### src/rtl/threshold_bram_reader.sv
`default_nettype none
// ============================================================================
// Module   : threshold_bram_reader
// Brief    : Looks up the Tanimoto threshold for each incoming popcount in the
//            BRAM (port B) and streams {threshold, popcount} out through a
//            credit-controlled FIFO.
// Revision : 1.0 - initial release
// ============================================================================
module threshold_bram_reader #(
  parameter int VECTOR_WIDTH = 920,
  parameter int CNT_WIDTH    = $clog2(VECTOR_WIDTH),
  parameter int RD_LATENCY   = 1,
  parameter int FIFO_DEPTH   = 4
) (
  input  logic                   aclk,
  input  logic                   aresetn,
  input  logic [CNT_WIDTH-1:0]   s_axis_tdata,
  input  logic                   s_axis_tvalid,
  output logic                   s_axis_tready,
  input  logic                   s_axis_tlast,
  output logic [CNT_WIDTH-1:0]   bram_addr,
  output logic                   bram_en,
  input  logic [CNT_WIDTH-1:0]   bram_rddata,
  output logic [2*CNT_WIDTH-1:0] m_axis_tdata,
  output logic                   m_axis_tvalid,
  input  logic                   m_axis_tready,
  output logic                   m_axis_tlast,
  output logic                   m_axis_tuser
);

  localparam logic [CNT_WIDTH-1:0] c_MAX_ADDR = CNT_WIDTH'(VECTOR_WIDTH);
  localparam int                   c_PTR_W    = (FIFO_DEPTH > 1) ? $clog2(FIFO_DEPTH) : 1;
  localparam int                   c_OCC_W    = $clog2(FIFO_DEPTH + 1);
  localparam logic [c_OCC_W-1:0]   c_DEPTH    = c_OCC_W'(FIFO_DEPTH);
  localparam logic [c_PTR_W-1:0]   c_LAST_PTR = c_PTR_W'(FIFO_DEPTH - 1);

  typedef struct packed {
    logic [CNT_WIDTH-1:0] pop;
    logic                 last;
    logic                 err;
  } side_t;

  typedef struct packed {
    logic [CNT_WIDTH-1:0] thr;
    side_t                side;
  } entry_t;

  logic [c_OCC_W-1:0]    r_occ;
  logic [c_OCC_W-1:0]    r_count;
  logic [c_PTR_W-1:0]    r_wr_ptr;
  logic [c_PTR_W-1:0]    r_rd_ptr;
  logic [RD_LATENCY-1:0] r_sr_valid;
  side_t                 r_sr_side [RD_LATENCY];
  entry_t                r_mem     [FIFO_DEPTH];

  logic   w_accept;
  logic   w_err;
  logic   w_wr;
  logic   w_pop;
  entry_t w_head;

  // Gating with aresetn keeps ready low during reset and high on the first
  // cycle after release, without any dependence on m_axis_tready.
  assign s_axis_tready = aresetn & (r_occ < c_DEPTH);
  assign w_accept      = s_axis_tvalid & s_axis_tready;
  assign w_err         = (s_axis_tdata > c_MAX_ADDR);
  assign bram_en       = w_accept;
  assign bram_addr     = w_err ? c_MAX_ADDR : s_axis_tdata;

  assign w_wr          = r_sr_valid[RD_LATENCY-1];
  assign w_head        = r_mem[r_rd_ptr];
  assign m_axis_tvalid = (r_count != '0);
  assign w_pop         = m_axis_tvalid & m_axis_tready;
  assign m_axis_tdata  = m_axis_tvalid ? {w_head.thr, w_head.side.pop} : '0;
  assign m_axis_tlast  = m_axis_tvalid & w_head.side.last;
  assign m_axis_tuser  = m_axis_tvalid & w_head.side.err;

  always_ff @(posedge aclk or negedge aresetn) begin
    if (!aresetn) begin
      r_occ      <= '0;
      r_count    <= '0;
      r_wr_ptr   <= '0;
      r_rd_ptr   <= '0;
      r_sr_valid <= '0;
    end else begin
      r_sr_valid[0] <= w_accept;
      for (int i = 1; i < RD_LATENCY; i++) begin
        r_sr_valid[i] <= r_sr_valid[i-1];
      end

      if (w_accept && !w_pop) begin
        r_occ <= r_occ + c_OCC_W'(1);
      end else if (!w_accept && w_pop) begin
        r_occ <= r_occ - c_OCC_W'(1);
      end

      if (w_wr && !w_pop) begin
        r_count <= r_count + c_OCC_W'(1);
      end else if (!w_wr && w_pop) begin
        r_count <= r_count - c_OCC_W'(1);
      end

      if (w_wr) begin
        r_wr_ptr <= (r_wr_ptr == c_LAST_PTR) ? '0 : r_wr_ptr + c_PTR_W'(1);
      end
      if (w_pop) begin
        r_rd_ptr <= (r_rd_ptr == c_LAST_PTR) ? '0 : r_rd_ptr + c_PTR_W'(1);
      end
    end
  end

  // Payload storage needs no reset: only the valid bits and pointers matter.
  always_ff @(posedge aclk) begin
    r_sr_side[0] <= '{pop: s_axis_tdata, last: s_axis_tlast, err: w_err};
    for (int i = 1; i < RD_LATENCY; i++) begin
      r_sr_side[i] <= r_sr_side[i-1];
    end
    if (w_wr) begin
      r_mem[r_wr_ptr] <= '{thr: bram_rddata, side: r_sr_side[RD_LATENCY-1]};
    end
  end

endmodule
`default_nettype wire

### config.mk
export PLATFORM = sky130hd
export DESIGN_NAME = threshold_bram_reader
export DESIGN_NICKNAME = d
export VERILOG_FILES = /design/src/rtl/threshold_bram_reader.sv
export SDC_FILE = /design/constraint.sdc
export NUM_CORES = 1
export LEC_CHECK = 0
export ABC_AREA = 1
export CAP_MARGIN = 20
export CORE_MARGIN = 2
export CORE_UTILIZATION = 25
export DETAILED_ROUTE_END_ITERATION = 10
export HOLD_SLACK_MARGIN = 0.03
export PLACE_DENSITY = 0.53
export SYNTH_ARGS = -nofsm -noshare
export SYNTH_HDL_FRONTEND = slang
export SYNTH_SLANG_ARGS = --single-unit
### constraint.sdc
create_clock -name aclk -period 1.9 [get_ports aclk]
set_input_delay 0.38 -clock aclk [delete_from_list [all_inputs] [get_ports aclk]]
set_output_delay 0.38 -clock aclk [all_outputs]
set_load 0.01 [all_outputs]
## Word-level counts from Yosys, hierarchy flattened

Memory sizes are Yosys's and may differ from the RTL's.
Index checks and enable logic that the tools add are counted.

- Word-level logic and storage cells: 42
- Output and inout bits: 35
- Register bits after elaboration: 11
- Bits of input ports: 25
- Latch bits: 0
- RAM bits: 100
- Memories kept: 2
- Bits in read-only memories: 0

- Reductions and logical operators: 10
- Multipliers: 0
- Shift operators: 0
- Bitwise operators: 5
- Equality and inequality tests: 2
- Div/mod/pow operators: 0
- Magnitude comparators: 2
- $add $sub $neg: 6
- Multiplexer cells: 10

Memory list:

| memory | depth | bits a word | read ports | clocked after Yosys merged registers in | wr ports | RTL line | text |
|---|---|---|---|---|---|---|---|
| r_mem | 4 | 22 | 1 | 0 | 1 | 54 | `entry_t r_mem [FIFO_DEPTH];` |
| r_sr_side | 1 | 12 | 1 | 0 | 1 | 53 | `side_t r_sr_side [RD_LATENCY];` |

Operator list:

| kind | count |
|---|---|
| 2-to-1 mux 20 bit | 1 |
| 2-to-1 mux 3 bit | 4 |
| > comparator 10 bit, second input constant | 1 |
| 2-to-1 mux 10 bit | 1 |
| adder 3 x 1 -> 3 bit, second input constant | 2 |
| subtractor 3 x 1 -> 3 bit, second input constant | 2 |
| AND 1 bit | 5 |
| adder 2 x 1 -> 2 bit, second input constant | 2 |
| == test 2 bit, second input constant | 2 |
| logical AND 1 bit | 4 |
| 2-to-1 mux 2 bit | 2 |
| nonzero test 2 bit | 2 |
| logical NOT 1 bit | 3 |
| less-than comparator 3 bit, second input constant | 1 |
| nonzero test 3 bit | 1 |
| 2-to-1 mux 1 bit | 2 |

## Depth between registers and ports, before layout

- Depth after elaboration: 7
- Mapped depth: 10
- Depth with buffers taken out: 10

## Worst setup path before layout

No wires, ideal clock.

- Path kind: register -> register
- Start point: reg r_count[0]
- End point: reg r_count[2]
- Arrival: 1,660 ps
- Stages on the path, launching flop included: 10
- Library setup time: 123 ps
- Data required time: 1,777 ps
- Path slack: 117 ps
- Clock period less this slack: 1,783 ps
- Buffers on the path: 0
- Cells stage by stage: dfrtp_1 -> nor2_1 -> nand2_1 -> nand2_1 -> ha_1 -> inv_1 -> fa_1 -> nand2_1 -> nand3_1 -> xor2_1

- Longest elaborated chain between the ends: 5
- Elaborated cells between the ends (all ways): 10
- Those cells by class: add/sub: 2; mux: 2; bitwise: 1; reduce/logical: 5

Ends and longest elaborated chain:

| element | RTL line | text |
|---|---|---|
| start: declaration | 49 | `logic [c_OCC_W-1:0] r_count;` |
| start signal: assignment | 98 | `r_count <= r_count + c_OCC_W'(1);` |
| start signal: assignment | 100 | `r_count <= r_count - c_OCC_W'(1);` |
| nonzero test 3 bit (*) | 72 | `assign m_axis_tvalid = (r_count != '0);` |
| via m_axis_tvalid | 25 | `output logic m_axis_tvalid,` |
| AND 1 bit (*) | 73 | `assign w_pop = m_axis_tvalid & m_axis_tready;` |
| logical NOT 1 bit | 97 | `if (w_wr && !w_pop) begin` |
| logical AND 1 bit | 97 |  |
| 2-to-1 mux 3 bit / nonzero test 2 bit (equally long branches) | n/a |  |

The timed path passes the listed nets; every way through them passes the cells marked *. The select of a mux whose other input is x is not followed.
A chain may end at the register's enable or synchronous reset.

## Worst setup path after layout

- Start point: reg r_rd_ptr[0]
- End point: out m_axis_tdata[17]

- Longest elaborated chain between the ends: 2

Ends and longest elaborated chain:

| element | RTL line | text |
|---|---|---|
| start: declaration | 51 | `logic [c_PTR_W-1:0] r_rd_ptr;` |
| start signal: assignment | 107 | `r_rd_ptr <= (r_rd_ptr == c_LAST_PTR) ? '0 : r_rd_ptr + c_PTR_W'(1);` |
| memory read (4 x 22 bit) | n/a |  |
| 2-to-1 mux 20 bit | 74 | `assign m_axis_tdata = m_axis_tvalid ? {w_head.thr, w_head.side.pop} : '0;` |
| end: declaration | 24 | `output logic [2*CNT_WIDTH-1:0] m_axis_tdata,` |

No other way between the ends.

==> reports/metrics.yaml <==
global_route:
  antenna_found_initial: 0
  overflow: 0
  grtUsageTotal_pct: 10.89
  grt_pass1_vias: 3227
  grt_pass1_wl_um: 16440
  grt_max_degree: 23
setup_path:
  cpLargestDelayFamily: "buffers and inverters"
  cp_cell_sequence: "buf_8 -> clkbuf_16 -> nor2_1 -> nor2_1 -> nand2_1 -> a21oi_2 -> buf_2"
  cp.depth: 7
  startpoint_type: "flop"
  path_buf_inv: 3
  r2r_end: "r_count[2]"
  crit_path_end: "m_axis_tdata[17]"
  path_max_fanout: 7
  slowest_delay_ns: 0.45
  r2r_cells: 10
  critPathLaunch: "r_rd_ptr[0]"
  worstPathRequired_ns: 1.52
  path_common_cell: "nor2_1"
  rr_startpoint: "r_count[0]"
  worst_setup_path_end_kind: "output port"
  critPathKind: "flop to output port"
  rrSetupSlack_ns: 0.09
  cp.arrival_ns: 1.65
  cp_slowest_cell: "dfrtp_2"
route:
  drt-pass1-iter-count: 4
  vias_per_cell: 4.027
  antenna_left: 0
  route.detailed.drc: 0
  routed_wirelength_um: 10510
  num_vias: 3246
  post_drt_wl_per_cell_um: 13.04
  drt_iter0_drc: 137
sta:
  maxSlewViolCount: 0
  hold_viol: 0
  skew_ns: 0.01223
  rsz0062_at_grt: "yes"
  max_freq_ghz: 0.4930
  layout_setup_ws_ns: -0.1283
  final-setup-viol-count: 22
  hold_ws_ns: 0.1848
  slew_headroom_pct: 75.76
  min_period_over_period_pct: 106.8
  fin_crit_ns: 2.028
  worst_pin_slew_ns: 0.3636
logic_synthesis:
  synthXorXnorAreaFrac_pct: 0.7465
  synthAdderAreaFrac_pct: 2.719
  synth_nets: 499
  synth_compound_area_share_pct: 2.773
  ys_ff_latch: 111
  syn_inst: 465
  yosys_warnings: 0
  yosysUniqueCellTypes: 21
  synth-simple-area-share_pct: 18.18
  synth_area_sq_um: 4693
  ys_seq_area_share_pct: 67.29
  synth_top_family_by_area: "simple AND/OR/NAND/NOR gates"
  syn_avg_cell_area_sq_um: 10.09
  synth_mux_area_share_pct: 0
floorplan:
  die_h_um: 141.0
  io_pins: 60
  die-area_sq_um: 19890
  coreArea_sq_um: 18580
  num_rows: 50
  start_util_pct: 25.26
  die_w_um: 141.0
final_layout:
  fill_cells: 1834
  drive_gt1_share_pct: 26.92
  final_cell_area_sq_um: 6450
  finalNetCount: 601
  antenna_cells: 0
  area_growth_pct: 37.43
outcome:
  status: "finished with violations"
  violations: "setup timing"
clock_tree:
  path_clk_slew_ns: 0.08
  clock_latency_ns: 0.36
  cts.hold.buffers_added: 0
  cts-htree-levels: 3
  clock_path_buffers: 2
  cts_tree: "yes"
  cts.sinks: 111
  numCtsBuffers: 9
  cts_root_buf: "clkbuf_16"
placement:
  gp_congestion: 0.7049
  place_area_sq_um: 5848
  hpwl_um: 6605
  io_buffers: 59
power:
  p_int_w: 0.005786
  p_seq_share_pct: 33.8
  power.density_nw_per_um2: 1393
  power_w: 0.008987
  power_leakage_nw: 2.763
  combPwrFrac_pct: 46.3
  irDropWorstVdd_v: 0.0006055
  clkPwrFrac_pct: 19.9
  power_switching_w: 0.003200
  p_sw_share_pct: 35.61
hold_path:
  min_path_type: "input pin to flop"
run:
  maxCapViolCount: 0
## final cells by class
cell class	count	area (sq um)	share of cell area [%]
Tap cell	234	292.8	4.539
Timing Repair Buffer	110	1071	16.61
Clock inverter	6	50.05	0.7759
Multi-Input combinational cell	264	1379	21.38
Clock buffer	10	229.0	3.550
Sequential cell	111	3159	48.98
Inverter	71	269.0	4.171
## registers in the layout, indices dropped and copies added (netlist names)
| signal | count |
|---|---|
| r_rd_ptr | 2 |
| r_sr_side | 12 |
| r_count | 3 |
| r_mem | 88 |
| r_occ | 3 |
| r_wr_ptr | 2 |
| r_sr_valid | 1 |
## repair_timing
item	4_1_cts	5_1_grt
pin swaps	23	44
setup endpoints to repair	35	30
gates resized for setup	172	34
gates cloned	3	3
buffers inserted	5	1
## worst min-delay path by stage
stage / start / end / slack, ns / cells after the start
3_5_place_dp: r_sr_side[0][7] / r_mem[3][7] / 0.46 / 0
4_1_cts: s_axis_tdata[0] / r_sr_side[0][2] / 0.30 / 1
6_report: s_axis_tdata[1] / r_sr_side[0][3] / 0.18 / 1
5_1_grt: s_axis_tdata[1] / r_sr_side[0][3] / 0.17 / 1
3_3_place_gp: r_sr_side[0][8] / r_mem[3][8] / 0.45 / 0
2_1_floorplan: aresetn / r_count[0] / 0.08 / 0
## synth_stat cells
library cell	n	area share, %
a21oi_1	22	2.3
and3_1	1	0.13
buf_2	8	0.85
buf_4	5	0.80
buf_6	3	0.72
clkbuf_1	3	0.24
dfrtp_1	11	5.9
dfxtp_1	12	5.1
edfxtp_1	88	56
fa_1	2	0.85
ha_1	7	1.9
inv_1	70	5.6
inv_2	1	0.080
nand2_1	118	9.4
nand3_1	3	0.32
nor2_1	102	8.2
o21ai_0	3	0.32
o21ai_1	1	0.11
or2_1	1	0.13
xnor2_1	2	0.37
xor2_1	2	0.37
## placed cells by master, fill, tap and decap left out, types with 11 or more instances in the layout
| master | n |
|---|---|
| clkbuf_16 | 12 |
| clkdlybuf4s50_1 | 18 |
| buf_4 | 31 |
| nor2_2 | 14 |
| a21oi_2 | 17 |
| inv_1 | 67 |
| nand2_1 | 109 |
| edfxtp_1 | 88 |
| dlygate4sd2_1 | 11 |
| buf_2 | 28 |
| nor2_1 | 82 |
| dfxtp_1 | 12 |
## layer usage
layer / up-vias / share of wire [%] / GRT usage [%] / wire (um)
li1: 1651 / - / - / -
met1: 1519 / 43 / 12.28 / 4546
met2: 65 / 51 / 19.46 / 5383
met3: 11 / 4.1 / 3.397 / 435
met4: 0 / 1.4 / 3.789 / 148
met5: - / 0 / 0 / 0
## metrics by stage
step,utilization (%),std cells,worst slack (ns),TNS [ns]
CTS,33.58,802,-0.1321,-1.878
detailed placement,31.47,778,-0.5357,-6.406
global route,34.71,806,-0.1965,-3.499
global placement,31.47,778,-0.5074,-5.770
finish,34.71,806,-0.1283,-1.340
floorplan,-,465,0.1170,0
## cell families after synthesis
| logic type | after synthesis |
|---|---|
| and+or+nand+nor | 225 |
| DFF | 111 |
| buffers and inverters | 90 |
| AOI/OAI and AO/OA | 26 |
| adders and majority gates | 9 |
| xor gates and xnor gates | 4 |
## power by group through the flow
| stage | combinational, W | sequential [W] | clock [W] |
|---|---|---|---|
| after CTS | 0.00385 | 0.00304 | 0.00185 |
| after detailed placement | 0.00369 | 0.00307 | 0 |
| final | 0.00416 | 0.00304 | 0.00179 |
| after global placement | 0.00360 | 0.00306 | 0 |
| after global routing | 0.00457 | 0.00307 | 0.00194 |
| after floorplan | 0.00190 | 0.00305 | 0 |
Power figures use the tool's default switching activity.
